[src/rtl/buffed_bus_reader.sv]
// Receiving end of the buffered tristate bus: masks the sampled bus by the
// per-lane driver enables, queues the words in a small FIFO and hands them to
// a valid/ready consumer. Define BUFFED_BUS_READER_SYNC_EN to add a two-flop
// input register stage ahead of masking and push.
module buffed_bus_reader #(
    parameter int DHiBit   = 7,
    parameter int AddrBits = 2
) (
    input  logic              Clk,
    input  logic              RstN,
    input  logic [DHiBit:0]   DBus,
    input  logic [DHiBit:0]   QEna,
    input  logic              CapEna,
    output logic [DHiBit:0]   DOut,
    output logic              DValid,
    input  logic              DReady,
    output logic              Full,
    output logic              Empty,
    output logic [AddrBits:0] Count,
    output logic              Overflow,
    input  logic              ClrOvf
);

    localparam int Depth = 2 ** AddrBits;
    localparam logic [AddrBits:0] MaxCount = {1'b1, {AddrBits{1'b0}}};

    logic [DHiBit:0]   cap_word;
    logic              cap;
    logic [DHiBit:0]   mem [Depth];
    logic [AddrBits-1:0] wr_ptr;
    logic [AddrBits-1:0] rd_ptr;
    logic              push;
    logic              pop;
    logic              drop;

`ifdef BUFFED_BUS_READER_SYNC_EN
    logic [DHiBit:0] bus_s1, bus_s2, ena_s1, ena_s2;
    logic            cap_s1, cap_s2;

    always_ff @(posedge Clk or negedge RstN) begin
        if (!RstN) begin
            bus_s1 <= '0;
            bus_s2 <= '0;
            ena_s1 <= '0;
            ena_s2 <= '0;
            cap_s1 <= 1'b0;
            cap_s2 <= 1'b0;
        end else begin
            bus_s1 <= DBus;
            bus_s2 <= bus_s1;
            ena_s1 <= QEna;
            ena_s2 <= ena_s1;
            cap_s1 <= CapEna;
            cap_s2 <= cap_s1;
        end
    end

    // Disabled lanes are forced to 0 after the stage, so X/Z never lands in mem.
    assign cap_word = bus_s2 & ena_s2;
    assign cap      = cap_s2;
`else
    assign cap_word = DBus & QEna;
    assign cap      = CapEna;
`endif

    assign Empty  = (Count == '0);
    assign Full   = (Count == MaxCount);
    assign DValid = ~Empty;
    assign DOut   = Empty ? '0 : mem[rd_ptr];

    // A pop in the same cycle frees the slot, so a full FIFO still accepts.
    assign pop  = DValid & DReady;
    assign push = cap & (~Full | pop);
    assign drop = cap & Full & ~pop;

    always_ff @(posedge Clk) begin
        if (push) begin
            mem[wr_ptr] <= cap_word;
        end
    end

    always_ff @(posedge Clk or negedge RstN) begin
        if (!RstN) begin
            wr_ptr   <= '0;
            rd_ptr   <= '0;
            Count    <= '0;
            Overflow <= 1'b0;
        end else begin
            if (push) begin
                wr_ptr <= wr_ptr + 1'b1;
            end
            if (pop) begin
                rd_ptr <= rd_ptr + 1'b1;
            end
            case ({push, pop})
                2'b10:   Count <= Count + 1'b1;
                2'b01:   Count <= Count - 1'b1;
                default: Count <= Count;
            endcase
            // A drop in the same cycle as a clear keeps the flag set.
            if (drop) begin
                Overflow <= 1'b1;
            end else if (ClrOvf) begin
                Overflow <= 1'b0;
            end
        end
    end

endmodule

[config.mk]
export PLATFORM = sky130hd
export DESIGN_NAME = buffed_bus_reader
export DESIGN_NICKNAME = d
export VERILOG_FILES = /design/src/rtl/buffed_bus_reader.sv
export SDC_FILE = /design/constraint.sdc
export NUM_CORES = 1
export LEC_CHECK = 0
export ABC_AREA = 1
export CELL_PAD_IN_SITES_DETAIL_PLACEMENT = 1
export CELL_PAD_IN_SITES_GLOBAL_PLACEMENT = 1
export CORE_MARGIN = 2
export CORE_UTILIZATION = 35
export DETAILED_ROUTE_END_ITERATION = 8
export PLACE_DENSITY_LB_ADDON = 0.1
export SYNTH_ARGS = -nofsm -noshare
export SYNTH_HDL_FRONTEND = slang
export SYNTH_SLANG_ARGS = --single-unit
[constraint.sdc]
create_clock -name Clk -period 1.7 [get_ports Clk]
set_input_delay 0.34 -clock Clk [delete_from_list [all_inputs] [get_ports Clk]]
set_output_delay 0.34 -clock Clk [all_outputs]
set_load 0.005 [all_outputs]
==> impl_metrics.py, run 1 <==
metrics = {
    "status": {
        "violations": "setup timing",
        "status": "complete, but fails checks",
    },
    "power_and_ir_drop": {
        "seq_power_share_pct": 33.5,
        "intPower_mw": 2.754,
        "swShare_pct": 36.15,
        "power_density_mw_per_mm2": 1657,
        "peakVddDrop_uv": 700.0,
        "p_comb_share_pct": 48.7,
        "power.switching_mw": 1.559,
        "pwr-share-clk_pct": 17.8,
        "leakage_nw": 1.124,
    },
    "place": {
        "dp_slack_ns": -0.2117,
        "dp_hpwl_mm": 3.012,
        "gp_congestion": 0.7147,
        "portBuffers": 35,
    },
    "floorplan": {
        "boundaryPins": 36,
        "chipWidth_um": 75.73,
        "fp.dieH_um": 75.73,
        "core_sq_mm": 0.005042,
        "dieArea_sq_mm": 0.005734,
        "num_rows": 26,
        "start_util_pct": 35.71,
    },
    "routing": {
        "vias": 1371,
        "wl_per_cell_um": 14.35,
        "drc": 0,
        "viasPerCell": 4.495,
        "ant_nets": 0,
        "dr.pass1.iters": 4,
        "first_iter_violations": 47,
        "drt-total-wl_mm": 4.376,
    },
    "synth": {
        "yosysSeqAreaShare_pct": 64.49,
        "synth.most_common_cell": "nor2_1",
        "synthArstFlopShare_pct": 20.00,
        "synth_area_per_cell_sq_um": 10.65,
        "syn-cell-area_sq_mm": 0.001800,
        "yosysUniqueCellTypes": 22,
        "ys_top_cells_by_area": "edfxtp_1 53%, dfrtp_1 11%, nor2_1 8.1%",
        "synth_edf_count": 32,
        "synth_top_area_cell": "edfxtp_1",
        "synth_top_area_share_pct": 53.37,
        "syn-num-nets": 195,
        "ys_ff_latch": 40,
        "synthTopCellsByCount": "39 x nor2_1, 32 x edfxtp_1, 23 x inv_1",
        "yosys_warnings": 0,
        "synth_ff_type": "edfxtp_1",
        "synthCells": 169,
    },
    "worst_setup_path": {
        "worst_ep_arrival_time_ns": 1.40,
        "worstPathCellList": "buf_6 -> buf_6 -> nor2_4 -> nor2_2 -> o21ai_1 -> a21oi_1 -> buf_2",
        "cp_slowest_stage_delay_ns": 0.40,
        "worstSetupStartpoint": "rd_ptr[0]",
        "path_class": "flop to output port",
        "cp_common_cell": "buf_6",
        "worst_setup_path_start_kind": "flop",
        "worst_path_max_delay_cell": "dfrtp_2",
        "cp_top_family": "flip-flops",
        "end_kind": "output port",
        "cp_max_fo": 3,
        "r2r_start": "Count[1]",
        "crit_buf_inv": 3,
        "required_ns": 1.36,
    },
    "global_route": {
        "grt_pass1_wl_mm": 6.927,
        "antenna_found_initial": 0,
        "grt_start_max_net_pins": 18,
        "grt_pass1_vias": 1442,
        "track_usage_pct": 17.02,
        "grt_overflow": 0,
    },
    "timing": {
        "worst_pin_slew_ns": 0.3959,
        "min_period_ns": 1.737,
        "drv_slew": 0,
        "max_freq_mhz": 575.7,
        "rsz0062_at_grt": "true",
        "max_slew_margin_pct": 73.52,
        "setup_viol": 6,
        "min_period_over_period_pct": 102.2,
        "hold_viol": 0,
        "fin_worst_skew_ns": 0.005060,
        "layout_setup_ws_ns": -0.03690,
    },
    "finish": {
        "multiInputGateArea_sq_um": 589.3,
        "drive_gt1_share_pct": 29.79,
        "final_util_pct": 51.61,
        "synthToLayoutAreaGrowth_pct": 44.55,
        "num_antenna_cells": 0,
        "n_fill_cell": 559,
        "regArea_sq_mm": 0.001162,
        "fin_nets": 260,
    },
    "clocking": {
        "clock-root-buffer": "clkbuf_8",
        "cts.sinks": 40,
        "cts_hold_buf": 0,
        "htreeDepth": 2,
        "clk_pin_slew_ns": 0.08,
        "cts_max_path_buffers": 2,
        "cts_tree": "yes",
        "numCtsBuffers": 5,
        "clk_latency_ns": 0.29,
    },
    "min_path": {
        "min_path_type": "input pin to asynchronous set/reset pin",
    },
    "job": {
        "cap_violations": 0,
    },
}
## cells by family after synthesis
| family | share of synthesized area [%] |
|---|---|
| xor+xnor | 1.460 |
| simple gates | 14.45 |
| fa+ha+maj | 3.892 |
| flops | 64.49 |
| buf+inv | 6.809 |
| compound gates | 8.895 |
## power by group through the flow
stage / clock network [mW] / registers, mW / logic, mW
after floorplan: 0 / 1.42 / 0.937
after global placement: 0 / 1.44 / 1.92
after detailed placement: 0 / 1.45 / 2.00
after CTS: 0.786 / 1.43 / 2.07
after global routing: 0.836 / 1.48 / 2.34
final: 0.766 / 1.44 / 2.10
## state kept, by name, indices dropped and copies added, names as in the netlist
register  flops
rd_ptr        2
Overflow      1
Count         3
wr_ptr        2
mem          32
## worst paths after layout
kind	end	slack [ns]	depth (start not counted)
min in group Clk	Overflow	0.56	2
min	wr_ptr[0]	0.34	1
max	DOut[0]	-0.04	7
min reg2reg	Overflow	0.56	2
max reg2reg	mem[1][2]	0.17	7
max in group asynchronous	rd_ptr[0]	1.06	1
## layout by cell type, fill, tap and decap left out, drive strengths merged
| master | synthesis | routed |
|---|---|---|
| bufinv | 0 | 1 |
| edfxtp | 32 | 32 |
| nand4 | 2 | 2 |
| o32ai | 1 | 1 |
| dlymetal6s2s | 0 | 2 |
| nor2 | 40 | 40 |
| clkbuf | 1 | 5 |
| xor2 | 3 | 3 |
| inv | 25 | 25 |
| clkdlybuf4s50 | 0 | 22 |
| ha | 4 | 4 |
| dlygate4sd2 | 0 | 2 |
| o21ai | 18 | 18 |
| dfrtp | 8 | 8 |
| clkinv | 1 | 3 |
| nand3 | 4 | 4 |
| nand2 | 16 | 16 |
| clkdlybuf4s15 | 0 | 1 |
| fa | 1 | 1 |
| buf | 3 | 35 |
| a21oi | 10 | 10 |
## layout make-up
cell class | instances | area share [%]
sequential | 40 | 44.66
multi-input combinational | 99 | 22.64
timing repair buffer | 62 | 20.82
inverter | 26 | 4.231
tap | 70 | 3.365
clock buffer | 5 | 2.644
clock inverter | 3 | 1.635
## worst reg2reg max path: cells and delay by family, from the launching register on
family,cells,cell delay [ns]
AOI/OAI and AO/OA,1,0.17
buffers and inverters,3,0.47
DFF,1,0.39
and+or+nand+nor,3,0.25
## timing repair
| item | CTS | global route |
|---|---|---|
| pin swaps | 15 | 8 |
| setup endpoints to repair | 11 | 14 |
| setup buffers | 5 | 1 |
| gates resized for setup | 69 | 19 |
## stage by stage
step / total power, mW / hold WS [ns] / cell area (sq um) / std cells / TNS, ns
2_1_floorplan: 2.361 / 0.04441 / 1800 / 169 / 0
3_3_place_gp: 3.357 / 0.5143 / 2379 / 292 / -1.396
3_5_place_dp: 3.451 / 0.5579 / 2379 / 292 / -1.922
4_1_cts: 4.295 / 0.3515 / 2549 / 305 / -0.3431
5_1_grt: 4.656 / 0.3603 / 2603 / 305 / -0.9167
6_report: 4.313 / 0.3369 / 2603 / 305 / -0.1102
## layer usage
metal,part of all wire [%],vias up,track usage (%)
li1,-,681,-
met1,42,667,21.22
met2,54,21,29.37
met3,3.1,2,4.365
met4,0.66,0,4.678
met5,0,-,0
Note: power is estimated with default switching activity, not from simulation.
==> run 2, diff against run 1 <==
--- a/config.mk
+++ b/config.mk
@@ -5,7 +5,6 @@
 export SDC_FILE = /design/constraint.sdc
 export NUM_CORES = 1
 export LEC_CHECK = 0
-export ABC_AREA = 1
 export CELL_PAD_IN_SITES_DETAIL_PLACEMENT = 1
 export CELL_PAD_IN_SITES_GLOBAL_PLACEMENT = 1
 export CORE_MARGIN = 2
==> run 2 against run 1 <==
The run still ends with setup timing left. First-iteration DRC count fell by 68%. Utilization rose by 2.4 points. Clock skew rose by 0.0048 ns. Non-clock buffer count rose by 6. Power rose by 14%. Sequential share of layout area fell by 2.0 points. Synthesized area rose by 0.90%. Wire length fell by 4.6%. Final cell count fell by 16%. Clock-buffer cell count did not move. Die area rose by 0.85%. Sequential power barely moved. Critical path type unchanged. Largest power group unchanged.
==> impl_metrics.py, run 2 <==
metrics = {
    "status": {
        "status": "complete, but fails checks",
        "violations": "setup timing",
    },
    "floorplan": {
        "num_rows": 26,
        "boundaryPins": 36,
        "start_util_pct": 36.03,
        "dieArea_sq_mm": 0.005783,
        "fp.dieH_um": 76.05,
        "core_sq_mm": 0.005042,
        "chipWidth_um": 76.05,
    },
    "finish": {
        "n_fill_cell": 497,
        "top_register": "mem",
        "final_cell_mix": "32 x edfxtp_1, 22 x clkdlybuf4s50_1, 21 x buf_6",
        "regArea_sq_mm": 0.001161,
        "num_antenna_cells": 0,
        "top_regs": "mem (32), Count (3)",
        "final_common_cell": "edfxtp_1",
        "drive_gt1_share_pct": 43.01,
        "final_util_pct": 53.97,
        "fin_nets": 211,
        "largest_reg_flops": 32,
        "final-instance-count-excl-fill": 256,
        "multiInputGateArea_sq_um": 645.6,
        "synthToLayoutAreaGrowth_pct": 49.79,
    },
    "worst_setup_path": {
        "cp_top_family": "multiplexers",
        "cp_slowest_stage_delay_ns": 0.48,
        "required_ns": 1.36,
        "worst_path_max_delay_cell": "mux4_2",
        "worst_ep_arrival_time_ns": 1.69,
        "worstPathCellList": "buf_6 -> buf_4 -> mux4_2 -> and2_4 -> buf_2",
        "end_kind": "output port",
        "worst_setup_path_start_kind": "flop",
        "crit_buf_inv": 3,
        "path_class": "flop to output port",
        "cp_max_fo": 3,
    },
    "routing": {
        "first_iter_violations": 15,
        "drt-total-wl_mm": 4.173,
        "drc": 0,
        "top_layer": "met4",
        "viasPerCell": 4.668,
        "wl_met3_um": 190,
        "vias": 1195,
        "wl_per_cell_um": 16.30,
        "wl_met1_mm": 1.667,
        "ant_nets": 0,
        "met2_length_mm": 2.245,
        "dr.pass1.iters": 6,
    },
    "place": {
        "portBuffers": 35,
        "dp_slack_ns": -0.5524,
        "place_inst": 232,
        "gp_congestion": 0.7853,
        "dp_hpwl_mm": 2.800,
    },
    "synth": {
        "synth_top_area_cell": "edfxtp_1",
        "synthAdderAreaFrac_pct": 3.857,
        "synth_ff_type": "edfxtp_1",
        "synth_top_family_by_area": "simple AND/OR/NAND/NOR gates",
        "ys_top_cells_by_area": "edfxtp_1 53%, dfrtp_1 11%, mux4_2 9.9%",
        "yosysUniqueCellTypes": 32,
        "syn-cell-area_sq_mm": 0.001817,
        "synth_area_per_cell_sq_um": 15.80,
        "synthTopCellsByCount": "32 x edfxtp_1, 16 x and2_1, 9 x inv_1",
        "yosys.area_share.simple_pct": 11.23,
        "ys_ff_latch": 40,
        "yosysSeqAreaShare_pct": 63.91,
        "synthArstFlopShare_pct": 20.00,
        "synthXorXnorAreaFrac_pct": 2.410,
        "synth.most_common_cell": "edfxtp_1",
        "synthCells": 115,
        "synthMuxAreaShare_pct": 10.74,
        "synth_compound_area_share_pct": 4.683,
        "synth_top_area_share_pct": 52.89,
        "syn-num-nets": 141,
        "yosys_warnings": 0,
        "synth_edf_count": 32,
    },
    "clocking": {
        "htreeDepth": 2,
        "cts_tree": "yes",
        "clock-root-buffer": "clkbuf_8",
        "cts_max_path_buffers": 2,
        "clk_pin_slew_ns": 0.08,
        "numCtsBuffers": 5,
        "clk_latency_ns": 0.30,
        "cts.sinks": 40,
        "cts_hold_buf": 0,
    },
    "timing": {
        "max_slew_margin_pct": 71.02,
        "finalSetupTns_ns": -7.484,
        "worst_pin_slew_ns": 0.4346,
        "drv_slew": 0,
        "setup_viol": 47,
        "layout_setup_ws_ns": -0.3255,
        "hold_viol": 0,
        "fin_worst_skew_ns": 0.009816,
        "rsz0062_at_grt": "true",
        "min_period_over_period_pct": 119.1,
        "max_freq_mhz": 493.7,
        "min_period_ns": 2.026,
    },
    "global_route": {
        "antenna_found_initial": 0,
        "grt_pass1_wl_mm": 6.831,
        "grt_pass1_vias": 1295,
        "track_usage_pct": 15.62,
        "grt_start_max_net_pins": 14,
        "grt_overflow": 0,
    },
    "power_and_ir_drop": {
        "peakVddDrop_uv": 799.0,
        "leakage_nw": 1.093,
        "power_density_mw_per_mm2": 1800,
        "finalPower_mw": 4.899,
    },
    "job": {
        "cap_violations": 0,
    },
    "min_path": {
        "min_path_type": "input pin to asynchronous set/reset pin",
    },
}
-- run 2: cell types whose count changed after synthesis, moves of 4 or more --
cell,previous run,this run
inv_1,23,9
and2_1,0,16
nand2_2,4,0
a21oi_1,10,0
and2_2,0,4
nor2_1,39,2
o21ai_0,17,2
nand2_1,12,1
mux4_2,0,8
-- run 2: stage by stage --
step	hold slack (ns)	cell area (sq um)
after floorplan	0.04441	1841
after global placement	0.5232	2372
after detailed placement	0.5626	2372
after CTS	0.3519	2673
after global routing	0.3661	2721
final	0.3332	2721
-- run 2: power by group --
part | switching (mW) | internal, mW | total [mW]
logic | 0.838 | 1.51 | 2.35
clock network | 0.345 | 0.734 | 1.08
registers | 0.147 | 1.32 | 1.47
-- run 2: timing repair --
item	CTS	global route
endpoints found under the hold margin	0	0
setup endpoints to repair	47	49
resized for setup	76	9
setup buffers	12	8
pin swaps	17	6
-- run 2: final cells by class --
cell class | count | area share [%]
multi-input combinational | 61 | 23.72
clock buffer | 5 | 2.529
inverter | 9 | 1.241
tap | 70 | 3.218
timing repair buffer | 68 | 23.31
sequential | 40 | 42.67
clock inverter | 3 | 3.310
-- run 2: metal layers --
layer	track usage [%]	vias up
met2	27.77	26
met1	18.22	601
met5	0	-
li1	-	559
met4	3.818	0
met3	5.332	9
-- run 2: worst register-to-register path: stages, from the launching register on --
cell      delay, ns
dfrtp_1        0.40
or3_4          0.40
buf_6          0.14
nand3_4        0.08
fa_2           0.43
o21ba_4        0.22
o211ai_1       0.07
a22oi_1        0.18
-- run 2: kinds of logic (layout without fill, tap and decap cells) --
family,Yosys count,in the layout
DFF,40,40
and+or+nand+nor,32,32
buffers and inverters,14,85
AOI/OAI and AO/OA,10,10
muxes,9,9
adders and majority gates,5,5
xor gates and xnor gates,5,5
-- run 2: path summary, 6_finish.rpt --
| path | depth (start not counted) | from | endpoint | slack (ns) |
|---|---|---|---|---|
| min reg2reg | 2 | Overflow | Overflow | 0.56 |
| min in group Clk | 2 | Overflow | Overflow | 0.56 |
| min | 1 | RstN | rd_ptr[1] | 0.33 |
| max reg2reg | 7 | Count[2] | Count[1] | -0.30 |
| max in group asynchronous | 1 | RstN | Count[0] | 1.08 |
| max | 5 | rd_ptr[0] | DOut[1] | -0.33 |
